[src/rtl/xsim_run_control.sv]
// xsim_run_control: reset synchronizer/stretcher and finish-request quiesce/drain sequencer.
// Ports: CLK, RST_N (async active-low) in; finish_req, idle_in in;
//        rst_n_out, quiesce, finish_out, drain_forced, timed_out out; cycle_count, state out.
// Optional watchdog enabled by defining XSIM_RUN_CONTROL_TIMEOUT_EN.
module xsim_run_control #(
    parameter int SYNC_STAGES    = 2,
    parameter int HOLD_CYCLES    = 20,
    parameter int DRAIN_CYCLES   = 16,
    parameter int CNT_WIDTH      = 32,
    parameter int TIMEOUT_CYCLES = 1000000
) (
    input  logic                 CLK,
    input  logic                 RST_N,
    input  logic                 finish_req,
    input  logic                 idle_in,
    output logic                 rst_n_out,
    output logic                 quiesce,
    output logic                 finish_out,
    output logic                 drain_forced,
    output logic                 timed_out,
    output logic [CNT_WIDTH-1:0] cycle_count,
    output logic [2:0]           state
);
    typedef enum logic [2:0] {
        S_RESET = 3'd0,
        S_HOLD  = 3'd1,
        S_RUN   = 3'd2,
        S_DRAIN = 3'd3,
        S_DONE  = 3'd4
    } state_t;

    localparam logic [31:0] HOLD_LAST  = 32'(HOLD_CYCLES - 1);
    localparam logic [31:0] DRAIN_LAST = 32'(DRAIN_CYCLES - 1);

    state_t                 state_q, state_d;
    logic [SYNC_STAGES-1:0] sync_q;
    logic                   sync_rst_n;
    logic [31:0]            hold_cnt_q, hold_cnt_d, drain_cnt_q, drain_cnt_d;
    logic                   pending_q, pending_d, forced_q, forced_d, tout_q, tout_d;
    logic [CNT_WIDTH-1:0]   cyc_q, cyc_d;
    logic                   wd_fire;

    assign sync_rst_n = sync_q[SYNC_STAGES-1];

`ifdef XSIM_RUN_CONTROL_TIMEOUT_EN
    localparam logic [31:0] TIMEOUT_LAST = 32'(TIMEOUT_CYCLES - 1);
    logic [31:0] run_cnt_q;
    always_ff @(posedge CLK or negedge RST_N) begin
        if (!RST_N) run_cnt_q <= '0;
        else        run_cnt_q <= (state_q == S_RUN) ? run_cnt_q + 32'd1 : '0;
    end
    assign wd_fire = (state_q == S_RUN) && (run_cnt_q == TIMEOUT_LAST);
`else
    assign wd_fire = 1'b0;
`endif

    always_comb begin
        state_d     = state_q;
        hold_cnt_d  = hold_cnt_q;
        drain_cnt_d = drain_cnt_q;
        pending_d   = pending_q;
        forced_d    = forced_q;
        tout_d      = tout_q;
        cyc_d       = (sync_rst_n && state_q != S_DONE && cyc_q != '1) ? cyc_q + CNT_WIDTH'(1) : cyc_q;
        case (state_q)
            S_RESET: begin
                pending_d = pending_q | finish_req;
                // Leave RESET on the same edge that sync_rst_n rises, so HOLD spans exactly HOLD_CYCLES edges
                if (sync_q[SYNC_STAGES-2]) begin
                    state_d    = S_HOLD;
                    hold_cnt_d = '0;
                end
            end
            S_HOLD: begin
                pending_d  = pending_q | finish_req;
                hold_cnt_d = hold_cnt_q + 32'd1;
                if (hold_cnt_q == HOLD_LAST) state_d = S_RUN;
            end
            S_RUN: begin
                // A real request beats a coincident watchdog expiry
                if (finish_req || pending_q || wd_fire) begin
                    state_d     = S_DRAIN;
                    drain_cnt_d = '0;
                    pending_d   = 1'b0;
                    tout_d      = !(finish_req || pending_q);
                end
            end
            S_DRAIN: begin
                drain_cnt_d = drain_cnt_q + 32'd1;
                if (idle_in) begin
                    state_d = S_DONE;
                end else if (drain_cnt_q == DRAIN_LAST) begin
                    state_d  = S_DONE;
                    forced_d = 1'b1;
                end
            end
            default: ;
        endcase
    end

    always_ff @(posedge CLK or negedge RST_N) begin
        if (!RST_N) begin
            sync_q      <= '0;
            state_q     <= S_RESET;
            hold_cnt_q  <= '0;
            drain_cnt_q <= '0;
            pending_q   <= 1'b0;
            forced_q    <= 1'b0;
            tout_q      <= 1'b0;
            cyc_q       <= '0;
        end else begin
            sync_q      <= {sync_q[SYNC_STAGES-2:0], 1'b1};
            state_q     <= state_d;
            hold_cnt_q  <= hold_cnt_d;
            drain_cnt_q <= drain_cnt_d;
            pending_q   <= pending_d;
            forced_q    <= forced_d;
            tout_q      <= tout_d;
            cyc_q       <= cyc_d;
        end
    end

    // Outputs decode straight from registered state, so they clear asynchronously with RST_N
    assign rst_n_out    = (state_q == S_RUN) || (state_q == S_DRAIN) || (state_q == S_DONE);
    assign quiesce      = (state_q == S_DRAIN) || (state_q == S_DONE);
    assign finish_out   = (state_q == S_DONE);
    assign drain_forced = forced_q;
    assign timed_out    = tout_q;
    assign cycle_count  = cyc_q;
    assign state        = state_q;
endmodule

[config.mk]
export PLATFORM = sky130hd
export DESIGN_NAME = xsim_run_control
export DESIGN_NICKNAME = d
export VERILOG_FILES = /design/src/rtl/xsim_run_control.sv
export SDC_FILE = /design/constraint.sdc
export NUM_CORES = 1
export LEC_CHECK = 0
export CAP_MARGIN = 30
export CORE_UTILIZATION = 34
export CTS_BUF_LIST = sky130_fd_sc_hd__clkbuf_4
export DETAILED_ROUTE_END_ITERATION = 7
export PLACE_DENSITY_LB_ADDON = 0.25
export SLEW_MARGIN = 10
export SYNTH_ARGS = -nofsm -noshare
export SYNTH_HDL_FRONTEND = slang
export SYNTH_SLANG_ARGS = --single-unit
[constraint.sdc]
create_clock -name CLK -period 1.8 [get_ports CLK]
set_input_delay 0.27 -clock CLK [delete_from_list [all_inputs] [get_ports CLK]]
set_output_delay 0.27 -clock CLK [all_outputs]
set_load 0.02 [all_outputs]
; Word level (Yosys, flattened, before mapping)
; Cells that the tools add are included.
[totals]
register_bits = 104
inputBits = 4
elab_cells = 56
[op_classes]
n_addsub = 3
eq_ne = 12
muxes = 12
n_bitwise = 2
reduce_logical = 19
[ops]
columns = op, n
row1 = case mux 32 bit (2 select lines), 2
row2 = "adder 32 x 1 -> 32 bit, second input constant", 3
row3 = two-way mux 32 bit, 2
row4 = "equality test 32 x 4 -> 1 bit, second input constant", 1
row5 = "equality test 32 x 5 -> 1 bit, second input constant", 1
row6 = "!= test 32 bit, second input constant", 1
row7 = two-way mux 3 bit, 5
row8 = case mux 3 bit (4 select lines), 1
row9 = AND reduction 2 bit, 4
row10 = "equality test 3 x 2 -> 1 bit, second input constant", 2
row11 = "!= test 2 bit, second input constant", 3
row12 = "!= test 3 bit, second input constant", 2
row13 = nonzero test 2 bit, 3
row14 = AND reduction 5 bit, 1
row15 = logical OR 1 bit, 4
row16 = nonzero test 4 bit, 1
row17 = "equality test 3 x 1 -> 1 bit, second input constant", 1
row18 = "equality test 3 bit, second input constant", 1
row19 = zero test 3 bit, 1
row20 = AND reduction 3 bit, 1
row21 = logical AND 1 bit, 2
row22 = case mux 1 bit (2 select lines), 1
row23 = OR reduction 2 bit, 1
row24 = zero test 1 bit, 1
row25 = other kinds (3), 3

; Longest topological paths before layout
; Gate-level depths: netlist of the first run.
[depth]
ltp_word = 4
mapped_depth = 8
depth_no_buf = 6

; Worst setup path after synthesis of the first run
; OpenSTA, ideal clock, no wires.
[synth_timing]
path_kind = flip-flop to flip-flop
startpoint = register cyc_q[16] (netlist: cycle_count[16])
endpoint = register cyc_q[9] (netlist: cycle_count[9])
arrival_ps = 1870
slack_ps = -204
path_stages_with_launch = 7
path_buffers = 1
period_less_slack_ps = 2004
path_cell_list = dfrtp_1 -> nand3_2 -> or3_1 -> buf_2 -> or4_4 -> nand4_2 -> xnor2_1
[synth_via]
elab_chain_len = 2
[synth_lines]
columns = item, line_no
row1 = "start, declared", 40  ; logic [CNT_WIDTH-1:0] cyc_q, cyc_d;
row2 = "start signal, assigned", 119  ; cyc_q <= cyc_d;
row3 = != test 32 bit, 64  ; cyc_d = (sync_rst_n && state_q != S_DONE && cyc_q != '1) ? cyc_q + CNT_WIDTH'(1) : cyc_q;
row4 = logical AND 1 bit, 64
; No other way between the ends.
; A chain may end at the register's enable or synchronous reset.

; Worst setup path in the final report of the first run
[layout_timing]
startpoint = register hold_cnt_q[1]
endpoint = register hold_cnt_q[19]
[layout_via]
elab_chain_len = 2
[layout_lines]
columns = item, line_no
row1 = "start, declared", 38  ; logic [31:0] hold_cnt_q, hold_cnt_d, drain_cnt_q, drain_cnt_d;
row2 = "start signal, assigned", 114  ; hold_cnt_q <= hold_cnt_d;
row3 = adder 32 x 1 -> 32 bit, 76  ; hold_cnt_d = hold_cnt_q + 32'd1;
row4 = case mux 32 bit (2 select lines), 65  ; case (state_q)
; No other way between the ends.

==> results.toml, run 1 <==
[synth]
synth_mux_area_share_pct = 2.56
synthArstFlopShare_pct = 100
avgSynthCellArea_um2 = 9.07
synth_warnings = 0
ys_types = 51
syn-instance-count = 608
synth-edff-count = 0
ys_ff_latch = 104
synthSimpleGateAreaFrac_pct = 29.5
synth_compound_area_share_pct = 13.6
yosys_most_used_dff = "dfrtp_1"
synth_xor_area_share_pct = 3.50
synth_top_family_by_area = "simple AND/OR/NAND/NOR gates"
syn_area_um2 = 5510
yosysSeqAreaShare_pct = 47.2
synthAdderAreaFrac_pct = 0.681
syn-num-nets = 615

[grt]
grt_max_degree = 57
grt_pass1_vias = 5122
grt-ovfl-total = 0
grt_pass1_wl_mm = 25.1
track_usage_pct = 19.2
antenna_found_initial = 1

[floorplanning]
core_area_um2 = 15800
start_util_pct = 34.8
die_h_um = 129
ios = 44
row_count = 46
die_area_um2 = 16700
fp.dieW_um = 129

[clock_tree]
clkTransAtPathRegs_ns = 0.18
clock-sinks = 104
cts.htree.levels = 3
cts_buffers = 9
tritoncts = "done"
clk_latency_ns = 0.50
cts_buffer_depth = 2
cts-root-buf = "clkbuf_4"

[timing]
post-route-period-util_pct = 108
rsz0062_at_grt = "true"
slew_violations = 0
min_period_ns = 1.94
holdWs_ns = 0.188
fmax_mhz = 516
setup_ws_ns = -0.137
setup-violations-final = 29
hold_violations = 0
finalClockSkew_ns = 0.0250

[power]
p_leak_nw = 3.56
vdd_drop_max_mv = 0.632
p_total_mw = 4.59
p_per_area_nw_per_um2 = 581

[critical_path]
r2r_start = "hold_cnt_q[1]"
critPathArrivalTime_ns = 2.36
worstPathRequired_ns = 2.22
cp-startpoint = "hold_cnt_q[1]"
worst-r2r-setup-slack_ns = -0.14
cp.depth = 7
path_buf_inv = 2
cpPeakStageDelay_ns = 0.47
crit_type = "register to register"
r2r.worst_path.cells = 7
crit_family = "simple AND/OR/NAND/NOR gates"
cp-end-kind = "register"
cp-endpoint = "hold_cnt_q[19]"
cpMaxStageDelayCell = "or4_1"
crit_chain = "buf_6 -> nand4_1 -> nor4_4 -> buf_4 -> nand3_4 -> or4_1 -> nand3_1"
startpoint_type = "register"
cp_max_fo = 3
rr_endpoint = "hold_cnt_q[19]"

[final_layout]
final_cell_mix = "140 x buf_4, 84 x dfrtp_1, 69 x nand2_1"
drive_gt1_share_pct = 34.2
final_common_cell = "buf_4"
area_delta_synth_final_pct = 43.3
nets = 797

[run_status]
status = "complete, but fails checks"
failed_checks = "negative setup slack"

[detailed_routing]
drt_iter0_drc = 420
vias = 5438
finalWirelength_mm = 15.8
drc = 0
drt_first_pass_iters = 5
viasPerCell = 5.37
wl_per_cell_um = 15.6
ant_nets = 0

[place]
finalWeightedCongestion = 0.863
portBuffers = 43
hpwl_mm = 11.0

[hold_path]
min_path_type = "input pin to asynchronous set/reset pin"

[flow_run]
cap_violations = 0
through the flow:
stage / cell area, um2 / setup slack [ns] / utilization (%) / instances / setup TNS, ns
after global placement: 7140 / -0.0276 / 45.1 / 960 / -0.176
final: 7900 / -0.137 / 49.9 / 1012 / -1.01
after CTS: 7510 / -0.0846 / 47.4 / 995 / -0.492
after global routing: 7900 / -0.246 / 49.9 / 1012 / -5.40
after floorplan: 5660 / -0.0341 / - / 608 / -0.174
after detailed placement: 7140 / -0.0887 / 45.1 / 960 / -1.01
cell type report:
cell class	count	area, um2
clock inverter	7	68.8
clock buffer	9	67.6
sequential	104	2630
fill	1437	7930
antenna	1	2.50
tap	216	270
multi-input combinational	464	3190
timing repair buffer	197	1620
inverter	14	52.6
sequential cells by signal, indices dropped and copies added, names as in the netlist:
name and cells:
drain_forced 1, timed_out 1, pending_q 1, drain_cnt_q 32
sync_q 2, cycle_count 32, hold_cnt_q 32, state 3
power breakdown:
| group | internal, mW | switching [mW] |
|---|---|---|
| clock | 0.425 | 0.829 |
| combinational | 0.414 | 0.431 |
| sequential | 2.42 | 0.0695 |
| total | 3.26 | 1.33 |
synthesized netlist by cell type, types with 9 or more instances:
library cell,count,share of area [%]
inv_1,14,0.95
a31oi_1,11,1.2
nand3_1,54,4.9
nor3_1,12,1.1
xnor2_1,17,2.7
clkbuf_1,19,1.3
mux2i_1,13,2.4
and4_1,14,2.2
nor4_1,19,2.2
and3_1,13,1.5
nand2_1,78,5.3
or4_1,9,1.2
o21ai_0,55,5.0
and2_1,10,1.1
dfrtp_1,104,47
a21oi_1,21,1.9
o211ai_1,13,1.8
nor2_1,33,2.2
nand4_1,31,3.5
how the worst min path moves through the flow:
| stage | cells after the start | slack (ns) | endpoint | from |
|---|---|---|---|---|
| finish | 2 | 0.19 | cycle_count[30] | RST_N |
| global route | 2 | 0.15 | cycle_count[30] | RST_N |
| CTS | 2 | 0.17 | cycle_count[30] | RST_N |
| detailed placement | 1 | 0.21 | cycle_count[30] | RST_N |
| global placement | 1 | 0.20 | cycle_count[30] | RST_N |
| floorplan | 0 | -0.03 | cycle_count[0] | RST_N |
routing by layer:
layer	GRT usage [%]	routed length, um
met4	6.57	240
met3	3.96	551
met2	31.6	7680
met5	0	0
met1	25.0	7280
kinds of logic after synthesis:
kind of cell	count (synthesis)
and+or+nand+nor	298
xor gates and xnor gates	22
muxes	14
buffers and inverters	40
other	1
AOI/OAI and AO/OA	126
adders and majority gates	3
DFF	104
timing repair:
| action | in CTS | in global routing |
|---|---|---|
| cloned | 0 | 0 |
| endpoints found under the setup margin | 70 | 73 |
| gates resized for setup | 90 | 79 |
| hold endpoints to repair | 22 | 0 |
| pin swaps | 20 | 33 |
| hold buffers | 1 | 0 |
| buffers inserted | 19 | 16 |
Note: power is estimated with default switching activity, not from simulation.
==> inputs of run 2 (changes only) <==
Settings changed: CAP_MARGIN 30 to not set.
==> results of run 2 <==
The final DEF is identical to that of run 1; final timing and power are the same.
==> RTL edit 1, RTL diff (flow settings as in run 1) <==
The parameter `SYNC_STAGES` goes from 2 to 4.
--- a/src/rtl/xsim_run_control.sv
+++ b/src/rtl/xsim_run_control.sv
@@ -5,3 +5,3 @@
 module xsim_run_control #(
-    parameter int SYNC_STAGES    = 2,
+    parameter int SYNC_STAGES    = 4,
     parameter int HOLD_CYCLES    = 20,
Formal check against the unedited RTL: not equivalent (Yosys sat finds a counterexample within 4 cycles, from zero or initial values and one cycle with RST_N low).
==> RTL edit 1 against run 1 <==
- the run still ends with negative setup slack left
- global-route usage down 1.0 points
- design area down 7.3%
- synthesized area down 1.3%
- routed wire length down 12%
- synthesized cell count down 7.1%
- setup slack worse by 5.1 ps
- total power down 7.9%
- die area down 1.3%
- first-iteration DRC count down 37%
- combinational power down 32%
- largest power group unchanged
- sequential cell count up 2
- critical path depth down 1
==> RTL edit 1: results <==
{
  "status": "finished, violations left",
  "failed_checks": "negative setup slack",
  "yosysSeqAreaShare": 0.488,
  "via_per_inst": 5.28,
  "drive_above_1_share": 0.280,
  "worst_slack_ps": -142,
  "fin_nets": 717,
  "ir_drop_mv": 0.284,
  "cp_max_fo": 4,
  "setup_viol": 18,
  "synth_cell_types": 58,
  "power_frac_seq": 0.595,
  "grt_max_degree": 46,
  "met1_usage": 0.248,
  "wirelength_met1_um": 6800,
  "routabilityCongestion": 0.812,
  "power_leakage_uw": 0.00331,
  "powerClk_uw": 1130,
  "grt_pass1_wl_um": 23800,
  "drt-initial-drc-count": 264,
  "yosys-top-cells-count": "106 x dfrtp_1, 65 x nand2_1, 55 x o21ai_0, 40 x nand3_1, 35 x nand4_1",
  "p_comb_frac": 0.137,
  "setup_tns_ps": -835,
  "grtUsageMet2": 0.293,
  "timing.rr.start": "state[2]$_DFFE_PN0P_",
  "multi_input_area_um2": 2920,
  "via_count": 4893,
  "fillers": 1486,
  "syn-num-nets": 572,
  "grt_usage": 0.181,
  "rr_worst_depth": 6,
  "place_ws_ps": -121,
  "r2r-end": "cycle_count[18]$_DFFE_PN0P_",
  "routed-wl-met2_um": 6590
}
## RTL edit 1: cell count changes after synthesis, sizes merged, moves of 6 or more
| cell | run 1 | this run |
|---|---|---|
| nand2 | 78 | 66 |
| a21oi | 21 | 12 |
| and4 | 14 | 4 |
| nand3 | 56 | 45 |
| or4 | 10 | 4 |
| nor2 | 33 | 25 |
## RTL edit 1: logic make-up after synthesis
kind of cell,share of synthesized area
DFF,0.488
and+or+nand+nor,0.252
buffers and inverters,0.0278
xor gates and xnor gates,0.0467
adders and majority gates,0.00690
muxes,0.0278
other,0.000689
AOI/OAI and AO/OA,0.151
## RTL edit 1: layout make-up
cell class | instances | share of cell area
diodes | 1 | 0.000342
clock buffers | 11 | 0.0113
clock inverters | 5 | 0.00444
inverters | 9 | 0.00496
multi-input cells | 425 | 0.398
flip-flops and latches | 106 | 0.364
well taps | 211 | 0.0361
repair buffers | 159 | 0.181
## RTL edit 1: worst max-delay path by stage
stage / from / to / slack [ps] / cells after the start
floorplan: state[2]$_DFFE_PN0P_ / cycle_count[20]$_DFFE_PN0P_ / -150 / 6
global placement: state[2]$_DFFE_PN0P_ / cycle_count[18]$_DFFE_PN0P_ / -60 / 6
detailed placement: state[2]$_DFFE_PN0P_ / cycle_count[20]$_DFFE_PN0P_ / -120 / 6
CTS: state[2]$_DFFE_PN0P_ / cycle_count[18]$_DFFE_PN0P_ / -140 / 6
global route: state[2]$_DFFE_PN0P_ / cycle_count[20]$_DFFE_PN0P_ / -200 / 6
finish: state[2]$_DFFE_PN0P_ / cycle_count[18]$_DFFE_PN0P_ / -140 / 6
## RTL edit 1: critical path, cell delays in order, from the launching register on
cell     delay, ps
dfrtp_2        430
or3b_4         270
inv_4           30
or4b_4         530
a211o_1        300
nor2_1         140
xor2_1         180
==> RTL edit 2, RTL diff (config.mk and constraints of run 1) <==
Made on the original files. Register the outputs `quiesce` and `finish_out`, cleared by the reset; this adds one clock of latency there. The other outputs are not delayed to match. Comments in the files are not updated.
--- a/src/rtl/xsim_run_control.sv
+++ b/src/rtl/xsim_run_control.sv
@@ -124,4 +124,11 @@
     assign rst_n_out    = (state_q == S_RUN) || (state_q == S_DRAIN) || (state_q == S_DONE);
-    assign quiesce      = (state_q == S_DRAIN) || (state_q == S_DONE);
-    assign finish_out   = (state_q == S_DONE);
+    always_ff @(posedge CLK or negedge RST_N) begin
+        if (!RST_N) begin
+            quiesce    <= '0;
+            finish_out <= '0;
+        end else begin
+            quiesce    <= (state_q == S_DRAIN) || (state_q == S_DONE);
+            finish_out <= (state_q == S_DONE);
+        end
+    end
     assign drain_forced = forced_q;
Function: same outputs for any inputs over 10 cycles, from zero or initial values and one cycle with RST_N low; that may be too few to reach the edited logic, so the function may still have changed.
==> RTL edit 2 against run 1 <==
- the flow still finishes with violations (negative setup slack)
- routed wire length fell by 12%
- design area fell by 8.3%
- die area barely moved
- synthesized area barely moved
- total power fell by 7.3%
- sequential cell count rose by 2
- setup slack improved by 120 ps
- cell count fell by 8.8%
- critical path type unchanged
- largest cell class unchanged
==> RTL edit 2: results <==
{
  "grt_usage": 0.171,
  "p_comb_frac": 0.153,
  "drt-initial-drc-count": 359,
  "fillers": 1489,
  "dp.cells": 891,
  "setup_tns_ps": -25.7,
  "power_leakage_uw": 0.00332,
  "grt_max_degree": 41,
  "ir_drop_mv": 0.367,
  "placed_area_um2": 6810,
  "yosys-top-cells-count": "106 x dfrtp_1, 66 x nand2_1, 44 x o21ai_0, 42 x nand3_1, 35 x nor2_1",
  "first_pass_iters": 4,
  "hpwl_um": 9820,
  "yosys-top-cells-area": "dfrtp_1 48%, nand2_1 4.5%, o21ai_0 4.0%, nand3_1 3.8%, xnor2_1 2.7%",
  "clock_latency_ps": 480,
  "place_ws_ps": -25.4,
  "cp_max_fo": 6,
  "grt_pass1_wl_um": 22600,
  "ctsResizeCount": 52,
  "grt_antenna_before_repair": 1,
  "fin_nets": 708,
  "crit_start": "cycle_count[0]$_DFFE_PN0P_",
  "worst_slack_ps": -15.4,
  "drive_above_1_share": 0.254,
  "synth_cell_types": 63,
  "regArea_um2": 2660,
  "crit_slowest_cell": "dfrtp_2",
  "grt_pass1_vias": 4713,
  "fin_hold_ws_ps": 118,
  "clk_transition_reported_paths_ps": 160,
  "port_buffers": 43,
  "cts_setup_buffers": 6,
  "status": "finished, violations left",
  "r2r-end": "cycle_count[30]$_DFFE_PN0P_",
  "clock_skew_ps": 15.0,
  "syn_area_per_cell_um2": 9.73,
  "setup_viol": 3,
  "failed_checks": "negative setup slack",
  "routabilityCongestion": 0.869,
  "slowest_delay_ps": 420,
  "clkPwrFrac": 0.249,
  "yosysSeqAreaShare": 0.482,
  "power.total_uw": 4250,
  "rr_worst_depth": 6,
  "avgRoutedWirePerCell_um": 15.0,
  "syn-num-nets": 573,
  "arrival_ps": 2230,
  "via_per_inst": 5.26,
  "cts_hold_buffers": 1
}
[RTL edit 2: cell types whose count changed after synthesis, moves of 4 or more]
cell | before | now
or4_1 | 9 | 4
a2bb2oi_1 | 0 | 4
mux2i_1 | 13 | 8
nand3_1 | 54 | 42
xor2_1 | 5 | 12
nand4_1 | 31 | 22
a21oi_1 | 21 | 17
a31oi_1 | 11 | 15
o21ai_0 | 55 | 44
nand2_1 | 78 | 66
nor4_1 | 19 | 11
nor3_1 | 12 | 8
clkbuf_1 | 19 | 11
nor3_2 | 0 | 8
[RTL edit 2: how the worst max path moves through the flow]
| stage | end | cells after the start |
|---|---|---|
| after floorplan | cycle_count[26]$_DFFE_PN0P_ | 6 |
| after global routing | drain_cnt_q[31]$_DFFE_PN0P_ | 6 |
| after CTS | cycle_count[29]$_DFFE_PN0P_ | 7 |
| after global placement | rst_n_out | 3 |
| after detailed placement | cycle_count[26]$_DFFE_PN0P_ | 6 |
| final | cycle_count[30]$_DFFE_PN0P_ | 6 |
[RTL edit 2: cells by family after synthesis]
kind of cell             Yosys count  share of synthesized area
AO/OA/AOI/OAI                    127                      0.152
XOR/XNOR                          29                     0.0461
adder cells (fa/ha/maj)            3                    0.00682
buffers and inverters             36                     0.0266
flip-flops                       106                      0.482
multiplexers                       9                     0.0166
other                              1                   0.000681
AND/OR/NAND/NOR                  255                      0.270
[RTL edit 2: layout make-up]
class	instances	share of cell area
diodes	1	0.000345
clock buffers	9	0.00932
clock inverters	7	0.00501
inverters	17	0.00915
multi-input cells	425	0.410
flip-flops and latches	106	0.368
well taps	216	0.0373
repair buffers	142	0.161
[RTL edit 2: layer usage]
metal	GRT usage	part of all wire
met5	0	0
met4	0.0706	0.017
met3	0.0285	0.037
met2	0.285	0.48
met1	0.221	0.47
